## config.mk

```make
export PLATFORM = sky130hd
export DESIGN_NAME = sphn_pong_game_ctrl
export DESIGN_NICKNAME = d
export VERILOG_FILES = /design/src/rtl/sphn_pong_game_ctrl.sv
export SDC_FILE = /design/constraint.sdc
export NUM_CORES = 1
export LEC_CHECK = 0
export ABC_CLOCK_PERIOD_IN_PS = 2100
export CAP_MARGIN = 20
export CORE_UTILIZATION = 23
export CTS_CLUSTER_DIAMETER = 50
export DETAILED_ROUTE_END_ITERATION = 10
export GPL_TIMING_DRIVEN = 0
export HOLD_SLACK_MARGIN = 0.05
export PLACE_DENSITY_LB_ADDON = 0.1
export SLEW_MARGIN = 20
export SYNTH_ARGS = -nofsm -noshare
export SYNTH_HDL_FRONTEND = slang
export SYNTH_SLANG_ARGS = --single-unit
```

## constraint.sdc

```tcl
create_clock -name pix_clk -period 2.1 [get_ports pix_clk]
set_input_delay 0.315 -clock pix_clk [delete_from_list [all_inputs] [get_ports pix_clk]]
set_output_delay 0.315 -clock pix_clk [all_outputs]
set_load 0.1 [all_outputs]
```

## src/rtl/sphn_pong_game_ctrl.sv

```systemverilog
// Game-flow controller for the VGA pong core.
// Sequences idle/serve/play/over on the frame tick, owns the player paddle
// position and both scores, and gates the ball datapath.
// Optional build macro: SPHN_PONG_SPEEDUP_EN (paddle-hit driven ball speed-up).
//
// state | meaning
// ------+----------------------------------------------------------
// IDLE  | power-up, waiting for start; ball held, paddle movable
// SERVE | countdown of SERVE_FRAMES ticks with ball held at centre
// PLAY  | ball stepping once per frame; misses score points
// OVER  | a player reached WIN_SCORE; paddle frozen, waiting for start
module sphn_pong_game_ctrl #(
    parameter int SCREEN_H     = 480,
    parameter int PADDLE_H     = 64,
    parameter int PADDLE_STEP  = 4,
    parameter int SERVE_FRAMES = 60,
    parameter int WIN_SCORE    = 9
) (
    input  logic       pix_clk,
    input  logic       pix_rst,
    input  logic       i_frame_tick,
    input  logic       i_move_up,
    input  logic       i_move_down,
    input  logic       i_start,
    input  logic       i_miss_left,
    input  logic       i_miss_right,
    input  logic       i_paddle_hit,
    output logic [8:0] o_paddle_y,
    output logic       o_ball_step,
    output logic       o_ball_hold,
    output logic       o_serve_dir,
    output logic [3:0] o_score_l,
    output logic [3:0] o_score_r,
    output logic [1:0] o_state,
    output logic       o_winner,
    output logic [1:0] o_ball_speed
);

    localparam logic [1:0] ST_IDLE  = 2'd0;
    localparam logic [1:0] ST_SERVE = 2'd1;
    localparam logic [1:0] ST_PLAY  = 2'd2;
    localparam logic [1:0] ST_OVER  = 2'd3;

    localparam int               CNT_W    = $clog2(SERVE_FRAMES + 1);
    localparam logic [CNT_W-1:0] CNT_LOAD = CNT_W'(SERVE_FRAMES);
    localparam logic [CNT_W-1:0] CNT_ONE  = CNT_W'(1);
    localparam int               Y_MAX_I  = SCREEN_H - PADDLE_H;
    localparam logic [8:0]       Y_MAX    = 9'(Y_MAX_I);
    localparam logic [8:0]       Y_RST    = 9'(Y_MAX_I / 2);
    localparam logic [8:0]       Y_STEP   = 9'(PADDLE_STEP);
    localparam logic [3:0]       WIN      = 4'(WIN_SCORE);

    logic             up_s1, up_s2;
    logic             dn_s1, dn_s2;
    logic             st_s1, st_s2, st_prev;
    logic             start_evt;

    logic [CNT_W-1:0] serve_cnt, serve_cnt_nxt;
    logic [1:0]       state_nxt;
    logic [3:0]       score_l_nxt, score_r_nxt;
    logic [3:0]       score_l_inc, score_r_inc;
    logic             serve_dir_nxt, winner_nxt;

    logic [8:0]       y_up, y_dn, paddle_nxt;
    logic             any_miss;

    assign start_evt   = st_s2 & ~st_prev;
    assign any_miss    = i_miss_left | i_miss_right;
    assign score_l_inc = o_score_l + 4'd1;
    assign score_r_inc = o_score_r + 4'd1;

    // Two-flop synchronizers for the buttons, plus the start edge history.
    always_ff @(posedge pix_clk) begin
        if (pix_rst) begin
            up_s1   <= 1'b0;
            up_s2   <= 1'b0;
            dn_s1   <= 1'b0;
            dn_s2   <= 1'b0;
            st_s1   <= 1'b0;
            st_s2   <= 1'b0;
            st_prev <= 1'b0;
        end else begin
            up_s1   <= i_move_up;
            up_s2   <= up_s1;
            dn_s1   <= i_move_down;
            dn_s2   <= dn_s1;
            st_s1   <= i_start;
            st_s2   <= st_s1;
            st_prev <= st_s2;
        end
    end

    // Saturating paddle moves; limits are checked before the add/subtract so nothing wraps.
    always_comb begin
        y_up = (o_paddle_y >= Y_STEP) ? (o_paddle_y - Y_STEP) : 9'd0;
        y_dn = ((int'(o_paddle_y) + PADDLE_STEP) > Y_MAX_I) ? Y_MAX : (o_paddle_y + Y_STEP);
        paddle_nxt = o_paddle_y;
        if (i_frame_tick && (o_state != ST_OVER)) begin
            case ({up_s2, dn_s2})
                2'b10:   paddle_nxt = y_up;
                2'b01:   paddle_nxt = y_dn;
                default: paddle_nxt = o_paddle_y;
            endcase
        end
    end

    // Game FSM next-state: serve countdown, scoring and winner detection.
    always_comb begin
        state_nxt     = o_state;
        serve_cnt_nxt = serve_cnt;
        score_l_nxt   = o_score_l;
        score_r_nxt   = o_score_r;
        serve_dir_nxt = o_serve_dir;
        winner_nxt    = o_winner;
        case (o_state)
            ST_IDLE, ST_OVER: begin
                if (start_evt) begin
                    state_nxt     = ST_SERVE;
                    serve_cnt_nxt = CNT_LOAD;
                    score_l_nxt   = 4'd0;
                    score_r_nxt   = 4'd0;
                    serve_dir_nxt = 1'b0;
                    winner_nxt    = 1'b0;
                end
            end
            ST_SERVE: begin
                if (i_frame_tick) begin
                    if (serve_cnt <= CNT_ONE) begin
                        state_nxt     = ST_PLAY;
                        serve_cnt_nxt = '0;
                    end else begin
                        serve_cnt_nxt = serve_cnt - CNT_ONE;
                    end
                end
            end
            ST_PLAY: begin
                // Left miss has priority; a simultaneous right miss is dropped.
                if (i_miss_left) begin
                    score_r_nxt   = score_r_inc;
                    serve_dir_nxt = 1'b0;
                    if (score_r_inc == WIN) begin
                        state_nxt  = ST_OVER;
                        winner_nxt = 1'b1;
                    end else begin
                        state_nxt     = ST_SERVE;
                        serve_cnt_nxt = CNT_LOAD;
                    end
                end else if (i_miss_right) begin
                    score_l_nxt   = score_l_inc;
                    serve_dir_nxt = 1'b1;
                    if (score_l_inc == WIN) begin
                        state_nxt  = ST_OVER;
                        winner_nxt = 1'b0;
                    end else begin
                        state_nxt     = ST_SERVE;
                        serve_cnt_nxt = CNT_LOAD;
                    end
                end
            end
            default: state_nxt = ST_IDLE;
        endcase
    end

    // Register game state and all ball-control outputs.
    always_ff @(posedge pix_clk) begin
        if (pix_rst) begin
            o_state     <= ST_IDLE;
            serve_cnt   <= '0;
            o_score_l   <= 4'd0;
            o_score_r   <= 4'd0;
            o_serve_dir <= 1'b0;
            o_winner    <= 1'b0;
            o_paddle_y  <= Y_RST;
            o_ball_step <= 1'b0;
            o_ball_hold <= 1'b1;
        end else begin
            o_state     <= state_nxt;
            serve_cnt   <= serve_cnt_nxt;
            o_score_l   <= score_l_nxt;
            o_score_r   <= score_r_nxt;
            o_serve_dir <= serve_dir_nxt;
            o_winner    <= winner_nxt;
            o_paddle_y  <= paddle_nxt;
            o_ball_step <= (o_state == ST_PLAY) && i_frame_tick && !any_miss;
            o_ball_hold <= (state_nxt != ST_PLAY);
        end
    end

`ifdef SPHN_PONG_SPEEDUP_EN
    logic [1:0] hit_cnt;
    logic       serve_entry;

    assign serve_entry = (state_nxt == ST_SERVE) && (o_state != ST_SERVE);

    // Every fourth paddle hit raises the ball speed by one level, up to 3.
    always_ff @(posedge pix_clk) begin
        if (pix_rst || serve_entry) begin
            hit_cnt      <= 2'd0;
            o_ball_speed <= 2'd0;
        end else if ((o_state == ST_PLAY) && i_paddle_hit) begin
            hit_cnt <= hit_cnt + 2'd1;
            if ((hit_cnt == 2'd3) && (o_ball_speed != 2'd3)) begin
                o_ball_speed <= o_ball_speed + 2'd1;
            end
        end
    end
`else
    logic unused_paddle_hit;

    assign unused_paddle_hit = i_paddle_hit;
    assign o_ball_speed      = 2'd0;
`endif

endmodule
```

==> summary.md, run 1 <==
| Metric | Value |
|---|---|
| Share of layout cells above drive strength 1 | `roughly 15%` |
| Hold Slack | `0.442 ns` |
| DP Wirelength | `4490 um` |
| Layout net count | `approximately 350` |
| Initial core utilization | `between 20% and 30%` |
| TritonCTS Buffers | `5` |
| CTS tree | `built` |
| Synthesized area per cell | `a little under 8 um^2` |
| Pwr/cell area | `between 500 and 600 mW/mm^2` |
| GRT Total Usage | `12.7%` |
| CP startpoint kind | `flip-flop` |
| EDFF count, synth | `0` |
| WL/cell | `~13 um` |
| Core area | `between 0.009 and 0.01 mm^2` |
| DR pass1 iterations | `4` |
| Synth Instances | `~290` |
| CP max stage cell | `clkdlybuf4s50_1` |
| Worst min path class | `reg2reg` |
| Vias in the first global route | `2067` |
| Clock buffer depth | `2` |
| I/O Buffers | `28` |
| Worst VDD drop | `roughly 0.21 mV` |
| Worst path max stage delay | `around 1.1 ns` |
| Clk sinks | `34` |
| CP bufs+invs | `1` |
| Drt initial violations | `around 120` |
| Ports | `34` |
| Yosys warning count | `0` |
| Dpl ws | `-0.224 ns` |
| Via-to-Cell Ratio | `~4.7` |
| H-tree level count | `2` |
| CTS Root Cell | `clkbuf_8` |
| Die height | `roughly 100 um` |
| Critical Path End Type | `primary output` |
| Max-slew violations | `0` |
| Drt total wl | `just under 6000 um` |
| Die area | `just over 0.01 mm^2` |
| Number of synthesized register bits | `34` |
| Minimum clock period | `about 2.1 ns` |
| Metal2 WL | `2550 um` |
| # DRC | `0` |
| Max Used Layer | `met4` |
| Outcome | `completed` |
| Commonest non-fill, non-tap cell in the layout | `nand2_1` |
| Worst Path Max Fanout | `3` |
| Top delay family on crit path | `buffers and inverters` |
| Clock Latency Late Sink | `approximately 0.29 ns` |
| Register area share after synthesis | `between 30% and 40%` |
| Met1 wire length | `roughly 3100 um` |
| WP data required | `1.78 ns` |
| Netlist cell types | `between 60 and 70` |
| Worst Tran Pin Value | `0.981 ns` |
| Final Hold Viols | `0` |
| Post-DRT Antenna Nets | `0` |
| Final worst-path cycle share | `slightly below 100%` |
| Cell area after synthesis | `between 0.002 and 0.0025 mm^2` |
| Slew HR | `around a third` |
| GP Congestion | `about 0.8` |
| Worst Path Arrival | `around 1.8 ns` |
| FFs w/ async S/R, synth | `0%` |
| Fmax | `~480 MHz` |
| Tot Pwr | `approximately 1600 uW` |
| Largest net degree at the start of global routing | `13` |
| Clock Skew | `about 0.0067 ns` |
| Via count | `around 2200` |
| Global-route wire length before repair | `slightly above 10000 um` |
| Leakage | `approximately 0.0011 uW` |
| Area Growth Syn to Fin | `24.9%` |
| Setup WS post-layout | `0.0375 ns` |
| Most frequent cells in the layout | `nand2_1 (27), inv_1 (21), nor2_1 (21)` |
| Grt total ovfl | `0` |
| Initial antenna violation count | `0` |
| Ys flop type | `dfxtp_1` |
| Worst path cell trace | `clkdlybuf4s50_1` |
| Num rows | `35` |
| RSZ-0062 raised after global routing | `false` |
| Max_cap viols | `0` |
| Number of buffers added for setup after CTS | `0` |
| DR WL met3 | `about 230 um` |
| Diode count | `0` |
| Cts hold-fix bufs | `0` |
| Die W | `between 100 and 150 um` |
| Kind of critical path | `reg2out` |
| Clk slew on worst S/H paths | `~0.080 ns` |
| Setup violators final | `0` |
==> logic make-up (layout without fill, tap and decap cells) <==
logic type	Yosys count	count (layout)	synth area share [%]
AOI/OAI and AO/OA	77	77	24.3
xor gates and xnor gates	4	4	1.55
adders and majority gates	13	13	7.17
buffers and inverters	38	74	7.39
DFF	34	34	30.0
muxes	7	7	3.15
other	1	4	0.165
and+or+nand+nor	113	113	26.2
==> where the power goes <==
group	total (uW)	internal, uW	switching [uW]
logic	360	116	244
registers	697	670	26.8
clock network	504	233	271
total	1560	1020	542
==> worst paths after layout <==
path | from | to | slack [ns] | cells after the start
setup / recovery | o_paddle_y[4] | o_paddle_y[4] | 0.04 | 1
hold reg to reg | up_s1 | up_s2 | 0.44 | 1
setup reg to reg | o_score_r[0] | serve_cnt[1] | 0.13 | 6
hold / removal | up_s1 | up_s2 | 0.44 | 1
==> state kept, by name, summed over array words and instances (netlist names), 2 cells and up <==
name	cells
o_score_r	4
o_paddle_y	7
o_score_l	4
o_state	2
serve_cnt	6
==> cells in the mapped netlist (all sizes together) (3+ instances only) <==
cell	n	area, um^2
or3	3	18.8
a31oi	8	50.1
and2	4	25.0
nor3b	3	27.5
nand3b	3	22.5
and3	5	31.3
nand2	27	101
nand3	14	70.1
dfxtp	34	681
nor2	22	85.1
o21ai	14	81.3
nor2b	9	56.3
ha	13	163
nand4	3	18.8
nor3	7	40.0
buf	14	76.3
inv	21	78.8
nand2b	6	37.5
or4	4	30.0
o211ai	3	22.5
mux2i	6	60.1
a21oi	18	93.8
==> metrics by stage <==
step / util (%) / std cells / instance area, um^2 / TNS (ns)
3_3_place_gp: 29.2 / 447 / 2750 / -0.610
6_report: 30.1 / 455 / 2830 / 0
4_1_cts: 29.9 / 455 / 2820 / 0
2_1_floorplan: - / 290 / 2300 / -0.0450
5_1_grt: 30.1 / 455 / 2830 / 0
3_5_place_dp: 29.2 / 447 / 2750 / -0.678
==> per-layer routing <==
layer,GRT usage (%),vias up
met4,3.46,0
li1,-,1109
met3,2.62,6
met5,0,-
met1,17.9,992
met2,19.4,49
==> repair_timing <==
item,CTS,global route
setup endpoints to repair,14,5
resized for setup,14,5
gates cloned,0,0
==> layout make-up <==
class                      instances  area, um^2
fill                            1016        6580
multi-input combinational        218        1440
sequential                        34         706
timing repair buffer              28         273
tap                              129         161
buffer                            16        85.1
inverter                          22        82.6
clock buffer                       5        68.8
clock inverter                     3        21.3
Power figures use the tool's default switching activity.
==> run 2, diff against run 1 <==
Settings changed: CTS_BUF_LIST set to sky130_fd_sc_hd__clkbuf_8, SKIP_LAST_GASP set to 1.
==> results of run 2 <==
Same layout as run 1: the final DEF is identical, and so are final timing and power.
==> run 3, diff against run 2 <==
Settings changed: TNS_END_PERCENT set to 5.
==> run 3 against run 2 <==
Compared with the run above:
- the flow now finishes with violations (negative setup slack)
- setup slack worse by 0.11 ns
- die area stayed put
- maximum frequency is 5.2% lower
- non-clock buffer count stayed put
- sequential power hardly changed
- critical path depth stayed put
- sequential share of layout area is 0.54 points lower
- first-iteration DRC count is 46% lower
- core utilization is 0.12 points higher
- routed wire length is 2.8% higher
- critical path type unchanged
- critical endpoint is now o_score_l[2]
- largest cell class unchanged
==> summary.md, run 3 (synthesis results as in run 1) <==
| Metric | Value |
|---|---|
| Setup violators final | `11 (+11)` |
| Clock power frac | `36.2% (+3.9 points)` |
| Die area | `0.0103 mm^2 (unchanged)` |
| Sw Share | `31.6% (-3.1 points)` |
| Logic pwr share | `21.9% (-1.2 points)` |
| Top delay family on crit path | `buffers and inverters` |
| GP Congestion | `0.805 (+0.88%)` |
| Critical Path End Type | `primary output` |
| I/O Buffers | `28 (unchanged)` |
| # DRC | `0 (unchanged)` |
| CP bufs+invs | `1 (unchanged)` |
| Die W | `101 um (unchanged)` |
| RSZ-0062 raised after global routing | `true` |
| Clock Latency Late Sink | `0.28 ns (about the same)` |
| Pwr/cell area | `586 mW/mm^2 (+6.3%)` |
| Reg with most FFs | `o_paddle_y` |
| Diode count | `0 (unchanged)` |
| Fmax | `460 MHz (-5.2%)` |
| Drt total wl | `6070 um (+2.8%)` |
| Violated checks | `negative setup slack` |
| Kind of critical path | `reg2out` |
| H-tree level count | `2 (unchanged)` |
| Global-route wire length before repair | `10100 um (-1.1%)` |
| Setup WS post-layout | `-0.0756 ns (-0.113 ns)` |
| Outcome | `finished with violations` |
| Clock buffer depth | `2 (unchanged)` |
| Final TNS setup | `-0.390 ns (-0.390 ns)` |
| Via count | `2193 (+1.7%)` |
| Cts hold-fix bufs | `0 (unchanged)` |
| GRT Total Usage | `12.6% (-0.031 points)` |
| Hold Slack | `0.437 ns (-0.00531 ns)` |
| Largest registers | `o_paddle_y: 7 flops, serve_cnt: 6 flops` |
| Initial antenna violation count | `0 (unchanged)` |
| Worst min path class | `reg2reg` |
| Worst Path Max Fanout | `6 (+3)` |
| Layout net count | `347 (unchanged)` |
| Core area | `0.00942 mm^2 (unchanged)` |
| CP startpoint kind | `flip-flop` |
| WL/cell | `13.3 um (+2.8%)` |
| Most frequent cells in the layout | `nand2_1 (27), clkdlybuf4s50_1 (26), dfxtp_1 (24)` |
| Final Instance Area | `0.00284 mm^2 (+0.40%)` |
| CTS Root Cell | `clkbuf_8` |
| Max-slew violations | `0 (unchanged)` |
| Worst VDD drop | `0.307 mV (+45%)` |
| Drt initial violations | `65 (-46%)` |
| Grt total ovfl | `0 (unchanged)` |
| Post-DRT Antenna Nets | `0 (unchanged)` |
| Clk slew on worst S/H paths | `0.08 ns (about the same)` |
| Final Hold Viols | `0 (unchanged)` |
| Reg2reg setup slack | `0 ns (-0.13 ns)` |
| Flop pwr share | `41.9% (-2.7 points)` |
| Dpl ws | `-0.232 ns (-0.00821 ns)` |
| DP Wirelength | `4590 um (+2.3%)` |
| Clock Skew | `0.00680 ns (+0.000146 ns)` |
| Ports | `34 (unchanged)` |
| Via-to-Cell Ratio | `4.82 (+1.7%)` |
| Leakage | `0.00106 uW (-6.3%)` |
| Worst Path Arrival | `1.86 ns (+0.11 ns)` |
| Clk sinks | `34 (unchanged)` |
| DR pass1 iterations | `4 (unchanged)` |
| TritonCTS Buffers | `5 (unchanged)` |
| Die height | `101 um (unchanged)` |
| Worst path max stage delay | `1.16 ns (+0.04 ns)` |
| Minimum clock period | `2.18 ns (+0.113 ns)` |
| Slew HR | `34.0% (-0.47 points)` |
| Share of layout cells above drive strength 1 | `12.3% (-2.5 points)` |
| Pint | `1140 uW (+12%)` |
| Area Growth Syn to Fin | `25.4%` |
| CTS tree | `built` |
| Num rows | `35 (unchanged)` |
| WP data required | `1.78 ns (about the same)` |
| Number of buffers added for setup after CTS | `0 (unchanged)` |
| Vias in the first global route | `2029 (-1.8%)` |
| CP max stage cell | `clkdlybuf4s50_1` |
| Largest net degree at the start of global routing | `12 (-1)` |
| Post-cts resize count | `1 (-13)` |
| Max_cap viols | `0 (unchanged)` |
| Largest register FFs | `7 (unchanged)` |
| Psw | `526 uW (-2.9%)` |
| Commonest non-fill, non-tap cell in the layout | `nand2_1` |
| Worst path cell trace | `clkdlybuf4s50_1` |
| Initial core utilization | `24.1% (unchanged)` |
| DP Area | `0.00273 mm^2 (-0.46%)` |
| Final worst-path cycle share | `104% (+5.4 points)` |
| Worst Tran Pin Value | `0.987 ns (+0.00563 ns)` |
run 3: layer usage:
| metal | vias to the layer above | GRT usage (%) | wire length, um |
|---|---|---|---|
| met3 | 4 | 2.62 | 244 |
| met1 | 1043 | 17.8 | 3130 |
| met2 | 48 | 19.1 | 2630 |
| met5 | - | 0 | 0 |
| met4 | 0 | 4.01 | 62 |
| li1 | 1098 | - | - |
run 3: power by group through the flow:
stage          registers (uW)  logic [uW]  clock network, uW
2_1_floorplan             767         220                  0
3_3_place_gp              715         367                  0
3_5_place_dp              713         364                  0
4_1_cts                   698         366                635
5_1_grt                   703         400                659
6_report                  699         364                604
run 3: final cells by class:
class / count / area [um^2]
inverter: 22 / 82.6
tap: 129 / 161
clock inverter: 3 / 41.3
timing repair buffer: 28 / 282
buffer: 16 / 85.1
multi-input combinational: 218 / 1430
clock buffer: 5 / 68.8
fill: 1021 / 6570
sequential: 34 / 693
run 3: worst paths after layout:
check | start | cells after the start | to
min | dn_s1 | 1 | dn_s2
max | o_score_l[2] | 1 | o_score_l[2]
min reg2reg | dn_s1 | 1 | dn_s2
max reg2reg | o_score_l[0] | 6 | serve_cnt[1]
run 3: stage by stage:
stage / std cells / utilization (%) / power (uW)
after global placement: 447 / 29.0 / 1080
after CTS: 455 / 30.2 / 1700
after global routing: 455 / 30.2 / 1760
after detailed placement: 447 / 29.0 / 1080
after floorplan: 290 / - / 987
final: 455 / 30.2 / 1670
